[src/rtl/sram_pkg.sv]
// Shared definitions for the SRAM built-in self-test: default geometry,
// base data pattern and the march state encoding.
package sram_pkg;

   localparam int          SRAM_ADDR_W  = 8;
   localparam int          SRAM_DATA_W  = 32;
   localparam logic [31:0] SRAM_PATTERN = 32'hA5A5_A5A5;

   typedef enum logic [2:0] {
      IDLE = 3'd0,
      W0   = 3'd1,
      R0   = 3'd2,
      R0D  = 3'd3,
      W1   = 3'd4,
      R1   = 3'd5,
      R1D  = 3'd6,
      DONE = 3'd7
   } bist_state_t;

endpackage

[src/rtl/sram_bist_cmp.sv]
// Read-data checker: holds the expected word and address of the read issued
// last cycle, compares it against returned data and captures the first failure.
module sram_bist_cmp
   import sram_pkg::*;
#(
   parameter int                ADDR_W  = SRAM_ADDR_W,
   parameter int                DATA_W  = SRAM_DATA_W,
   parameter logic [DATA_W-1:0] PATTERN = SRAM_PATTERN
) (
   input  logic              clk,
   input  logic              rst_n,
   input  logic              clear,
   input  logic              issue,
   input  logic [ADDR_W-1:0] issue_addr,
   input  logic              inv,
   input  logic [DATA_W-1:0] mem_rdata,
   output logic              mismatch,
   output logic [ADDR_W-1:0] fail_addr,
   output logic [DATA_W-1:0] fail_data
);

   logic              pend_valid;
   logic [ADDR_W-1:0] pend_addr;
   logic [DATA_W-1:0] pend_exp;

   function automatic logic [DATA_W-1:0] exp_data(input logic [ADDR_W-1:0] a,
                                                  input logic inv_pat);
      logic [DATA_W-1:0] e;
      e = PATTERN ^ DATA_W'(a);
      return inv_pat ? ~e : e;
   endfunction

   assign mismatch = pend_valid && (mem_rdata != pend_exp);

   // A mismatch kills the pipeline so the read still in flight is never judged.
   always_ff @(posedge clk or negedge rst_n) begin
      if (!rst_n) begin
         pend_valid <= 1'b0;
         pend_addr  <= '0;
         pend_exp   <= '0;
         fail_addr  <= '0;
         fail_data  <= '0;
      end else begin
         pend_valid <= issue && !mismatch && !clear;
         pend_addr  <= issue_addr;
         pend_exp   <= exp_data(issue_addr, inv);
         if (clear) begin
            fail_addr <= '0;
            fail_data <= '0;
         end else if (mismatch) begin
            fail_addr <= pend_addr;
            fail_data <= mem_rdata;
         end
      end
   end

endmodule

[src/rtl/sram_bist.sv]
// Two-pass write/read-back march BIST for a single-port SRAM; reports
// pass/fail together with the first failing address and read data.
//
//   state | meaning
//   IDLE  | waiting for start after reset
//   W0    | write pattern ascending
//   R0    | read/compare pattern ascending
//   R0D   | drain: compare last ascending read
//   W1    | write inverted pattern descending
//   R1    | read/compare inverted pattern descending
//   R1D   | drain: compare last descending read
//   DONE  | results held until next start
module sram_bist
   import sram_pkg::*;
#(
   parameter int                ADDR_W  = SRAM_ADDR_W,
   parameter int                DATA_W  = SRAM_DATA_W,
   parameter logic [DATA_W-1:0] PATTERN = SRAM_PATTERN
) (
   input  logic              clk,
   input  logic              rst_n,
   input  logic              start,
   output logic              busy,
   output logic              done,
   output logic              pass,
   output logic [ADDR_W-1:0] fail_addr,
   output logic [DATA_W-1:0] fail_data,
   output logic [31:0]       mem_addr,
   output logic [DATA_W-1:0] mem_wdata,
   output logic              mem_we,
   output logic              mem_re,
   input  logic [DATA_W-1:0] mem_rdata
);

   localparam logic [ADDR_W-1:0] ADDR_MAX = '1;
   localparam logic [ADDR_W-1:0] ADDR_ONE = ADDR_W'(1);

   bist_state_t       state;
   logic [ADDR_W-1:0] addr;
   logic              start_acc;
   logic              mismatch;

   function automatic logic [DATA_W-1:0] exp_data(input logic [ADDR_W-1:0] a,
                                                  input logic inv_pat);
      logic [DATA_W-1:0] e;
      e = PATTERN ^ DATA_W'(a);
      return inv_pat ? ~e : e;
   endfunction

   assign start_acc = start && ((state == IDLE) || (state == DONE));
   assign mem_addr  = 32'(addr);

   sram_bist_cmp #(
      .ADDR_W  (ADDR_W),
      .DATA_W  (DATA_W),
      .PATTERN (PATTERN)
   ) u_cmp (
      .clk        (clk),
      .rst_n      (rst_n),
      .clear      (start_acc),
      .issue      (mem_re),
      .issue_addr (addr),
      .inv        (state == R1),
      .mem_rdata  (mem_rdata),
      .mismatch   (mismatch),
      .fail_addr  (fail_addr),
      .fail_data  (fail_data)
   );

   always_ff @(posedge clk or negedge rst_n) begin
      if (!rst_n) begin
         state     <= IDLE;
         addr      <= '0;
         busy      <= 1'b0;
         done      <= 1'b0;
         pass      <= 1'b0;
         mem_we    <= 1'b0;
         mem_re    <= 1'b0;
         mem_wdata <= '0;
      end else begin
         case (state)
            IDLE, DONE: begin
               if (start) begin
                  state     <= W0;
                  addr      <= '0;
                  busy      <= 1'b1;
                  done      <= 1'b0;
                  pass      <= 1'b0;
                  mem_we    <= 1'b1;
                  mem_wdata <= exp_data('0, 1'b0);
               end
            end
            W0: begin
               if (addr == ADDR_MAX) begin
                  state  <= R0;
                  addr   <= '0;
                  mem_we <= 1'b0;
                  mem_re <= 1'b1;
               end else begin
                  addr      <= addr + ADDR_ONE;
                  mem_wdata <= exp_data(addr + ADDR_ONE, 1'b0);
               end
            end
            R0: begin
               if (mismatch) begin
                  state  <= DONE;
                  busy   <= 1'b0;
                  done   <= 1'b1;
                  pass   <= 1'b0;
                  mem_re <= 1'b0;
               end else if (addr == ADDR_MAX) begin
                  state  <= R0D;
                  mem_re <= 1'b0;
               end else begin
                  addr <= addr + ADDR_ONE;
               end
            end
            R0D: begin
               if (mismatch) begin
                  state <= DONE;
                  busy  <= 1'b0;
                  done  <= 1'b1;
                  pass  <= 1'b0;
               end else begin
                  state     <= W1;
                  addr      <= ADDR_MAX;
                  mem_we    <= 1'b1;
                  mem_wdata <= exp_data(ADDR_MAX, 1'b1);
               end
            end
            W1: begin
               if (addr == '0) begin
                  state  <= R1;
                  addr   <= ADDR_MAX;
                  mem_we <= 1'b0;
                  mem_re <= 1'b1;
               end else begin
                  addr      <= addr - ADDR_ONE;
                  mem_wdata <= exp_data(addr - ADDR_ONE, 1'b1);
               end
            end
            R1: begin
               if (mismatch) begin
                  state  <= DONE;
                  busy   <= 1'b0;
                  done   <= 1'b1;
                  pass   <= 1'b0;
                  mem_re <= 1'b0;
               end else if (addr == '0) begin
                  state  <= R1D;
                  mem_re <= 1'b0;
               end else begin
                  addr <= addr - ADDR_ONE;
               end
            end
            R1D: begin
               state <= DONE;
               busy  <= 1'b0;
               done  <= 1'b1;
               pass  <= !mismatch;
            end
            default: begin
               state  <= IDLE;
               busy   <= 1'b0;
               mem_we <= 1'b0;
               mem_re <= 1'b0;
            end
         endcase
      end
   end

endmodule
[config.mk]
export PLATFORM = sky130hd
export DESIGN_NAME = sram_bist
export DESIGN_NICKNAME = d
export VERILOG_FILES = /design/src/rtl/sram_pkg.sv /design/src/rtl/sram_bist_cmp.sv /design/src/rtl/sram_bist.sv
export SDC_FILE = /design/constraint.sdc
export NUM_CORES = 1
export LEC_CHECK = 0
export ABC_AREA = 1
export ABC_CLOCK_PERIOD_IN_PS = 2400
export BUFFER_PORTS_ARGS = -buffer_cell sky130_fd_sc_hd__buf_2
export CORE_MARGIN = 4
export CORE_UTILIZATION = 25
export DETAILED_ROUTE_END_ITERATION = 8
export PLACE_DENSITY = 0.47
export REMOVE_ABC_BUFFERS = 1
export SLEW_MARGIN = 20
export SYNTH_ARGS = -nofsm -noshare
export SYNTH_HDL_FRONTEND = slang
export SYNTH_SLANG_ARGS = --single-unit
[constraint.sdc]
create_clock -name clk -period 2.4 [get_ports clk]
set_clock_uncertainty 0.05 [all_clocks]
set_input_delay 0.24 -clock clk [delete_from_list [all_inputs] [get_ports clk]]
set_output_delay 0.24 -clock clk [all_outputs]
set_load 0.05 [all_outputs]
# ---- Yosys cells after proc, flatten, opt, wreduce, memory -nomap -nowiden
# Cells that the tools add are included.
dict set report classes {
  addsub 2
  eq_ne 22
  muxes 44
  bitwise_logic 5
  reduce_logical 22
}
# op n
set op_table {}
lappend op_table {{32-bit two-way mux} 7}
lappend op_table {{32-bit one-hot mux with 4 select lines} 1}
lappend op_table {{8-bit two-way mux} 10}
lappend op_table {{32-bit NOT} 2}
lappend op_table {{4-bit NOT with 16-bit output} 3}
lappend op_table {{8-bit one-hot mux with 6 select lines} 1}
lappend op_table {{32-bit != test} 1}
lappend op_table {{3-bit two-way mux} 7}
lappend op_table {{3-bit one-hot mux with 7 select lines} 1}
lappend op_table {{2-bit != test, second input constant} 10}
lappend op_table {{5-bit AND reduction} 4}
lappend op_table {{3-bit equality test, second input constant} 4}
lappend op_table {{1-bit two-way mux} 11}
lappend op_table {{1-bit one-hot mux with 3 select lines} 3}
lappend op_table {{8-bit by 1-bit adder with 8-bit output, second input constant} 1}
lappend op_table {{8-bit equality test, second input constant} 1}
lappend op_table {{8-bit zero test} 1}
lappend op_table {{1-bit one-hot mux with 4 select lines} 2}
lappend op_table {{4-bit nonzero test} 2}
lappend op_table {{8-bit by 1-bit subtractor with 8-bit output, second input constant} 1}
lappend op_table {{7-bit AND reduction} 1}
lappend op_table {{3-bit by 2-bit equality test with 1-bit output, second input constant} 2}
lappend op_table {{6-bit nonzero test} 1}
lappend op_table {{1-bit logical AND} 4}
lappend op_table {{other kinds (13)} 14}
dict set report totals {
  regBits 129
  out_inout_bits 109
  elab_cells 108
}

# ---- Logic depth before layout (Yosys ltp)
# Gate-level depths: netlist (run 1).
dict set report depth {
  word_depth 5
  depth_mapped 13
  ltp_nobuf 13
}

# ---- Cells and area by module
# A second synthesis (run 1) with hierarchy kept.
dict set report unflattened {
  cells_unflattened 641
  hier_area_um2 4932.2
}
# mod n_inst cells_each area_per_inst_um2
set by_module_without_submodules {}
lappend by_module_without_submodules {sram_bist_cmp 1 314 2707.6}
lappend by_module_without_submodules {sram_bist 1 327 2224.6}

# ---- Worst setup path before layout (run 1)
# Ideal clock, no wire load.
dict set report synth_timing {
  kind {register to register}
  start {reg addr[0]}
  end {reg mem_wdata[5]}
  setup_ps 121
  arrival_ps 1962
  setup_slack_ps 267
  stages_incl_launch_ff 14
  path_buffers 1
  path_cell_list {dfrtp_1 inv_1 ha_1 nand3_2 nor2_2 nand3_2 nor2_2 inv_2 o21ai_1 inv_1 nand3_4 buf_6 nand2_2 o21ai_2}
}
dict set report synth_via {
  elab_chain_cells 5
  word_cells_on_any_way 13
  cone_classes {add/sub: 2; eq/ne: 3; mux: 3; bitwise: 3; reduce/logical: 2}
}
# item line_no
set synth_lines {}
lappend synth_lines {{start, declared} sram_bist.sv:39} ;# logic [ADDR_W-1:0] addr;
lappend synth_lines {{start signal, assigned} sram_bist.sv:100} ;# addr <= addr + ADDR_ONE;
lappend synth_lines {{start signal, assigned} sram_bist.sv:115} ;# addr <= addr + ADDR_ONE;
lappend synth_lines {{start signal, assigned} sram_bist.sv:138} ;# addr <= addr - ADDR_ONE;
lappend synth_lines {{8-bit by 1-bit subtractor with 8-bit output} sram_bist.sv:139} ;# mem_wdata <= exp_data(addr - ADDR_ONE, 1'b1);
lappend synth_lines {{4-bit NOT with 16-bit output (no line)} -}
lappend synth_lines {{32-bit NOT} sram_bist.sv:47} ;# return inv_pat ? ~e : e;
lappend synth_lines {{32-bit two-way mux} sram_bist.sv:132} ;# if (addr == '0) begin
lappend synth_lines {{32-bit one-hot mux with 4 select lines} sram_bist.sv:81} ;# case (state)
lappend synth_lines {{end signal, assigned} sram_bist.sv:90} ;# mem_wdata <= exp_data('0, 1'b0);
lappend synth_lines {{end signal, assigned} sram_bist.sv:128} ;# mem_wdata <= exp_data(ADDR_MAX, 1'b1);
lappend synth_lines {{end signal, assigned} sram_bist.sv:139}
lappend synth_lines {{end, declared} sram_bist.sv:29} ;# output logic [DATA_W-1:0] mem_wdata,
# Parallel ways exist; a longest one is shown, timed or not. The select of a mux whose other input is x is not followed.
# A chain may end at the register's enable or synchronous reset.

# ---- Final worst setup path (run 1)
dict set report layout_timing {
  start {reg addr[0]}
  end {reg mem_wdata[30]}
}
dict set report layout_via {
  elab_chain_cells 3
  word_cells_on_any_way 5
  cone_classes {eq/ne: 3; reduce/logical: 2}
}
# item line_no
set layout_lines {}
lappend layout_lines {{8-bit equality test or 8-bit zero test (tied branches)} {sram_bist.sv:94, sram_bist.sv:132}}
lappend layout_lines {{2-bit != test (no line)} -}
lappend layout_lines {{5-bit AND reduction (no line) (*)} -}
lappend layout_lines {{end signal, assigned} sram_bist.sv:90}
lappend layout_lines {{end signal, assigned} sram_bist.sv:101} ;# mem_wdata <= exp_data(addr + ADDR_ONE, 1'b0);
lappend layout_lines {{end signal, assigned} sram_bist.sv:128}
# Every way passes the cells marked *; elsewhere a longest branch is shown, timed or not.

==> reports/results.tsv, run 1 <==
stage	metric	value	unit
outcome	status	complete, no violations	
grt	grt_pass1_wl	21000	um
placed_design	dp_hpwl	9830	um
synth	synth.largest_area_cell	dfrtp_1	
clocking	cts_max_level	3	
synth	synth-seq-cells	85	
min_path	hp-class	in2reg	
clocking	cts_buffer_depth	2	
synth	ys_seq_area_frac	0.457	
floorplan	die_w	145	um
placed_design	port_buffers	119	
grt	grt_usage	0.129	
cells_and_area	drive_above_1_share	0.248	
sta	period_needed	2100	ps
floorplan	rows	49	
setup_path	startpoint_type	flip-flop	
floorplan	initial_core_util	0.257	
synth	yosys-top-cells-area	dfrtp_1 46%, nand2_1 12%, buf_4 7.7%, nand3_1 6.8%, inv_1 4.9%	
sta	fmax	476	MHz
setup_path	reg2reg_depth	12	
setup_path	rrSetupSlack	300	ps
grt	grt-ovfl-total	0	
clocking	root_buffer	clkbuf_16	
route	wire_per_inst	14.2	um
route	totalWireLength	13200	um
synth	syn_area	4660	sq um
placed_design	place_area	5330	sq um
setup_path	timing.rr.end	mem_wdata[30]	
synth	synth_top_area_share	0.457	
grt	grt_max_degree	65	
floorplan	ios	144	
flow_run	maxCapViolCount	0	
setup_path	worstPathRequired	2620	ps
floorplan	coreArea	18100	sq um
route	routed_via_density	4.28	
cells_and_area	area_growth_syn_to_layout	21.5	%
synth	syn_inst	594	
grt	grt_antenna_before_repair	0	
clocking	clk_pin_slew	70	ps
synth	synth-warning-count	0	
clocking	cts.repair.resized	0	
cells_and_area	diodes	0	
sta	rsz0062_at_grt	no	
route	vias	3984	
clocking	numCtsBuffers	9	
cells_and_area	final_common_cell	nand2_1	
clocking	cts_tree	yes	
sta	finalCritPeriodShare	0.875	
min_path	hold_path_depth	3	
floorplan	dieHeight	145	um
cells_and_area	stdcell_area	5660	sq um
synth	synth.distinct_cells	37	
setup_path	crit_arrival	2320	ps
grt	grt_pass1_vias	3805	
setup_path	worstPathMaxFanout	17	
cells_and_area	mostFrequentLayoutCells	152 x nand2_1, 118 x buf_2, 85 x dfrtp_1	
synth	avgSynthCellArea	7.84	sq um
clocking	clock_sinks	85	
route	first_pass_iters	4	
min_path	min_to	u_cmp.fail_data[17]	
setup_path	rr_startpoint	addr[0]	
setup_path	criticalPathCategory	reg2reg	
route	drc_errors	0	
route	drtIter0Drc	262	
cells_and_area	finalNonFillerCells	931	
placed_design	place.gp.congestion	0.853	
clocking	postCtsSetupBuffers	0	
floorplan	die_area	20900	sq um
route	ant_nets	0	
cells_and_area	final_nets	735	
placed_design	dp.cells	914	
sta	final_hold_viol_count	0	
clocking	clock_latency	350	ps
setup_path	cp-end-kind	flip-flop	
sta	slew_violations	0	
sta	setup-violations-final	0	
min_path	worstHoldStart	mem_rdata[17]	
sta	final.setup.tns	0	ps
worst max-delay path by stage:
stage	start	to	slack, ps
finish	addr[0]	mem_wdata[30]	300
global route	addr[0]	mem_wdata[30]	30
CTS	addr[0]	mem_wdata[30]	280
detailed placement	addr[0]	mem_wdata[2]	300
global placement	u_cmp.pend_exp[29]	state[1]	290
floorplan	mem_wdata[29]	mem_wdata[29]	-1900
critical path, stage by stage (launching register included):
cell     delay (ps)
dfrtp_1         460
inv_1           170
ha_1            230
nand3_2         100
nor2_2          120
nand3_2         100
nor2_2          190
inv_2            50
o21ai_1          90
inv_1            90
nand3_4         210
nand2_1          70
o21ai_1          80
cell usage after synthesis, drive strengths merged:
cell type	instances
xnor2	2
a22oi	1
inv	68
buf	60
nor3	4
nor2	42
and3	1
o221ai	1
nand3	67
o22ai	4
a21oi	14
clkbuf	4
or2	1
xor2	14
ha	3
nand4	4
a211oi	1
o211ai	5
nand3b	1
conb	1
dfrtp	85
o21ai	50
nand2	159
a21o	2
what timing repair did:
item | CTS | global route
hold buffers | 1 | 0
endpoints found under the setup margin | 0 | 0
hold endpoints to repair | 21 | 0
sequential cells by signal, indices dropped and copies added, names as in the netlist:
| signal | count |
|---|---|
| u_cmp.fail_data | 32 |
| u_cmp.fail_addr | 8 |
| pass | 1 |
| u_cmp.pend_valid | 1 |
| u_cmp.pend_addr | 8 |
| mem_re | 1 |
| state | 3 |
| mem_wdata | 10 |
| done | 1 |
| mem_we | 1 |
| busy | 1 |
| u_cmp.pend_exp | 10 |
| addr | 8 |
metrics by stage:
step	utilization	hold slack, ps	setup slack, ps
2_1_floorplan	-	-106	-1900
6_report	0.312	94.6	301
4_1_cts	0.312	75.6	277
3_5_place_dp	0.294	110	299
3_3_place_gp	0.294	114	289
5_1_grt	0.312	91.7	30.2
cell families after synthesis:
logic type / count (synthesis) / share of synthesized area
AO/OA/AOI/OAI: 78 / 0.0937
XOR/XNOR: 16 / 0.0301
adder cells (fa/ha/maj): 3 / 0.00806
buffers and inverters: 132 / 0.149
flip-flops: 85 / 0.457
other: 1 / 0.000805
AND/OR/NAND/NOR: 279 / 0.261
per-layer routing:
layer | wire [um] | vias up | track usage
li1 | - | 2031 | -
met1 | 6520 | 1793 | 0.181
met2 | 5550 | 144 | 0.193
met3 | 1020 | 16 | 0.0407
met4 | 137 | 0 | 0.0334
met5 | 0 | - | 0
area by class of cell:
type | instances | area, sq um
Clock buffer | 11 | 243
Inverter | 68 | 255
Timing Repair Buffer | 133 | 743
Fill cell | 1970 | 12500
Sequential cell | 85 | 2130
Multi-Input combinational cell | 400 | 1920
Clock inverter | 5 | 81.3
Tap cell | 229 | 287
Power of run 1 is left out: the tool's default activity adds up to more than one toggle a clock period on the data nets, which glitch-free logic cannot reach.
==> run 2, diff against run 1 <==
--- a/config.mk
+++ b/config.mk
@@ -6,7 +6,7 @@
 export NUM_CORES = 1
 export LEC_CHECK = 0
 export ABC_AREA = 1
-export ABC_CLOCK_PERIOD_IN_PS = 2400
+export ABC_CLOCK_PERIOD_IN_PS = 2300
 export BUFFER_PORTS_ARGS = -buffer_cell sky130_fd_sc_hd__buf_2
 export CORE_MARGIN = 4
 export CORE_UTILIZATION = 25
==> constraint.sdc (replaced) <==
create_clock -name clk -period 2.3 [get_ports clk]
set_clock_uncertainty 0.05 [all_clocks]
set_input_delay 0.23 -clock clk [delete_from_list [all_inputs] [get_ports clk]]
set_output_delay 0.23 -clock clk [all_outputs]
set_load 0.05 [all_outputs]
==> run 2 against run 1 <==
First-iteration DRC count down 1.5%. Final area unchanged. Cell count up 0.43%. Core utilization unchanged. Flip-flop and latch count unchanged. Wire length up 1.5%. Critical path depth unchanged. Non-clock buffer count up 5. Critical endpoint is now mem_wdata[0]. Highest routed layer unchanged.
==> reports/results.tsv, run 2 (synthesis results as in run 1) <==
stage	metric	value	unit
outcome	status	complete, no violations	
route	ant_nets	0	
setup_path	cp-end-kind	flip-flop	
setup_path	startpoint_type	flip-flop	
grt	grt_pass1_vias	3871	
setup_path	timing.rr.end	mem_wdata[0]	
placed_design	place.gp.congestion	0.835	
clocking	cts_max_level	3	
sta	fmax	488	MHz
cells_and_area	reg_top3	u_cmp.fail_data (32), mem_wdata (10), u_cmp.pend_exp (10)	
floorplan	dieHeight	145	um
cells_and_area	largest-register	u_cmp.fail_data	
floorplan	initial_core_util	0.257	
grt	use_met2	0.191	
cells_and_area	final_common_cell	nand2_1	
grt	grt-ovfl-total	0	
route	totalWireLength	13400	um
setup_path	crit_chain	inv_2, ha_1, nand3_2, nor2_2, nand3_2, nor2_2, inv_2, o21ai_1, inv_1, nand3_4, nand2_1, o21ai_1	
sta	timing.final.ws_setup	251	ps
cells_and_area	mostFrequentLayoutCells	152 x nand2_1, 118 x buf_2, 85 x dfrtp_1	
grt	grt_pass1_wl	20900	um
route	vias	4067	
clocking	clock_sinks	85	
sta	worst_pin_slew	597	ps
route	first_pass_iters	4	
sta	max_slew_margin	0.602	
sta	final_hold_viol_count	0	
sta	slew_violations	0	
min_path	hp-class	in2reg	
setup_path	worstPathRequired	2520	ps
setup_path	reg2reg_depth	12	
grt	use_met3	0.0327	
placed_design	port_buffers	119	
grt	grt_usage	0.128	
clocking	postCtsSetupBuffers	0	
floorplan	rows	49	
cells_and_area	area_growth_syn_to_layout	21.5	%
setup_path	critPathBufInv	3	
cells_and_area	largest_reg_flops	32	
sta	setup-violations-final	0	
route	drc_errors	0	
cells_and_area	final_nets	740	
floorplan	die_area	20900	sq um
floorplan	coreArea	18100	sq um
clocking	clock_latency	350	ps
cells_and_area	diodes	0	
setup_path	critPathMaxStageDelay	470	ps
floorplan	ios	144	
setup_path	rrSetupSlack	250	ps
sta	rsz0062_at_grt	no	
setup_path	critPathSlowestCell	dfrtp_1	
clocking	clk_pin_slew	70	ps
route	wire_per_inst	14.4	um
clocking	numCtsBuffers	9	
setup_path	critPathCapture	mem_wdata[0]	
grt	grt-busiest-layer	met2	
route	routed_via_density	4.35	
clocking	cts_tree	yes	
setup_path	path_depth	12	
setup_path	critPathLaunch	addr[0]	
setup_path	criticalPathCategory	reg2reg	
setup_path	crit_family	simple AND/OR/NAND/NOR gates	
cells_and_area	drive_above_1_share	0.255	
sta	final.setup.tns	0	ps
grt	grt_max_degree	45	
setup_path	rr_startpoint	addr[0]	
grt	met1_usage	0.182	
clocking	cts_buffer_depth	2	
placed_design	dp_hpwl	10100	um
cells_and_area	finalNonFillerCells	935	
placed_design	dp.cells	919	
sta	period_needed	2050	ps
sta	finalCritPeriodShare	0.891	
route	drtIter0Drc	258	
placed_design	dp_slack	204	ps
flow_run	maxCapViolCount	0	
setup_path	crit_arrival	2270	ps
floorplan	die_w	145	um
setup_path	worstPathMaxFanout	17	
clocking	root_buffer	clkbuf_16	
grt	grt_antenna_before_repair	0	
-- run 2: changes by cell type in the layout (fill, tap and decap cells not counted) --
| cell | delta |
|---|---|
| bufinv_16 | -1 |
| inv_2 | +1 |
| clkbuf_1 | -1 |
| buf_4 | +6 |
| inv_1 | -1 |
| buf_12 | -1 |
| clkinv_4 | +1 |
-- run 2: worst min path at each step --
stage | from | to | cells after the start
6_report | mem_rdata[12] | u_cmp.fail_data[12] | 3
5_1_grt | mem_rdata[12] | u_cmp.fail_data[12] | 3
4_1_cts | mem_rdata[12] | u_cmp.fail_data[12] | 3
3_5_place_dp | rst_n | u_cmp.fail_data[26] | 1
3_3_place_gp | rst_n | u_cmp.fail_data[26] | 1
2_1_floorplan | rst_n | addr[0] | 0
-- run 2: area by class of cell --
type	count	area (sq um)
clock buffer	10	239
clock inverter	5	60.1
fill	1975	12500
inverter	68	255
multi-input combinational	400	1920
sequential	85	2130
tap	229	287
timing repair buffer	138	768
-- run 2: routing by layer --
metal	wire length, um	vias up
li1	-	2032
met1	6600	1872
met2	5690	148
met3	943	15
met4	193	0
met5	0	-
-- run 2: worst min-delay path, cell delays in order --
cell,delay (ps)
buf_2,100
nand3_1,70
nand2_1,50
-- run 2: timing repair --
item                                    CTS  global route
endpoints found under the setup margin    0             9
gates resized for setup                   0             1
endpoints found under the hold margin    41             0
hold buffers                              1             0
-- run 2: stage by stage --
step	hold slack (ps)	util	instance area [sq um]
6_report	84.4	0.312	5660
5_1_grt	90.0	0.312	5660
4_1_cts	72.4	0.312	5660
3_5_place_dp	229	0.295	5350
3_3_place_gp	226	0.295	5350
2_1_floorplan	-116	-	4300
Power of run 2 is left out for the same reason.
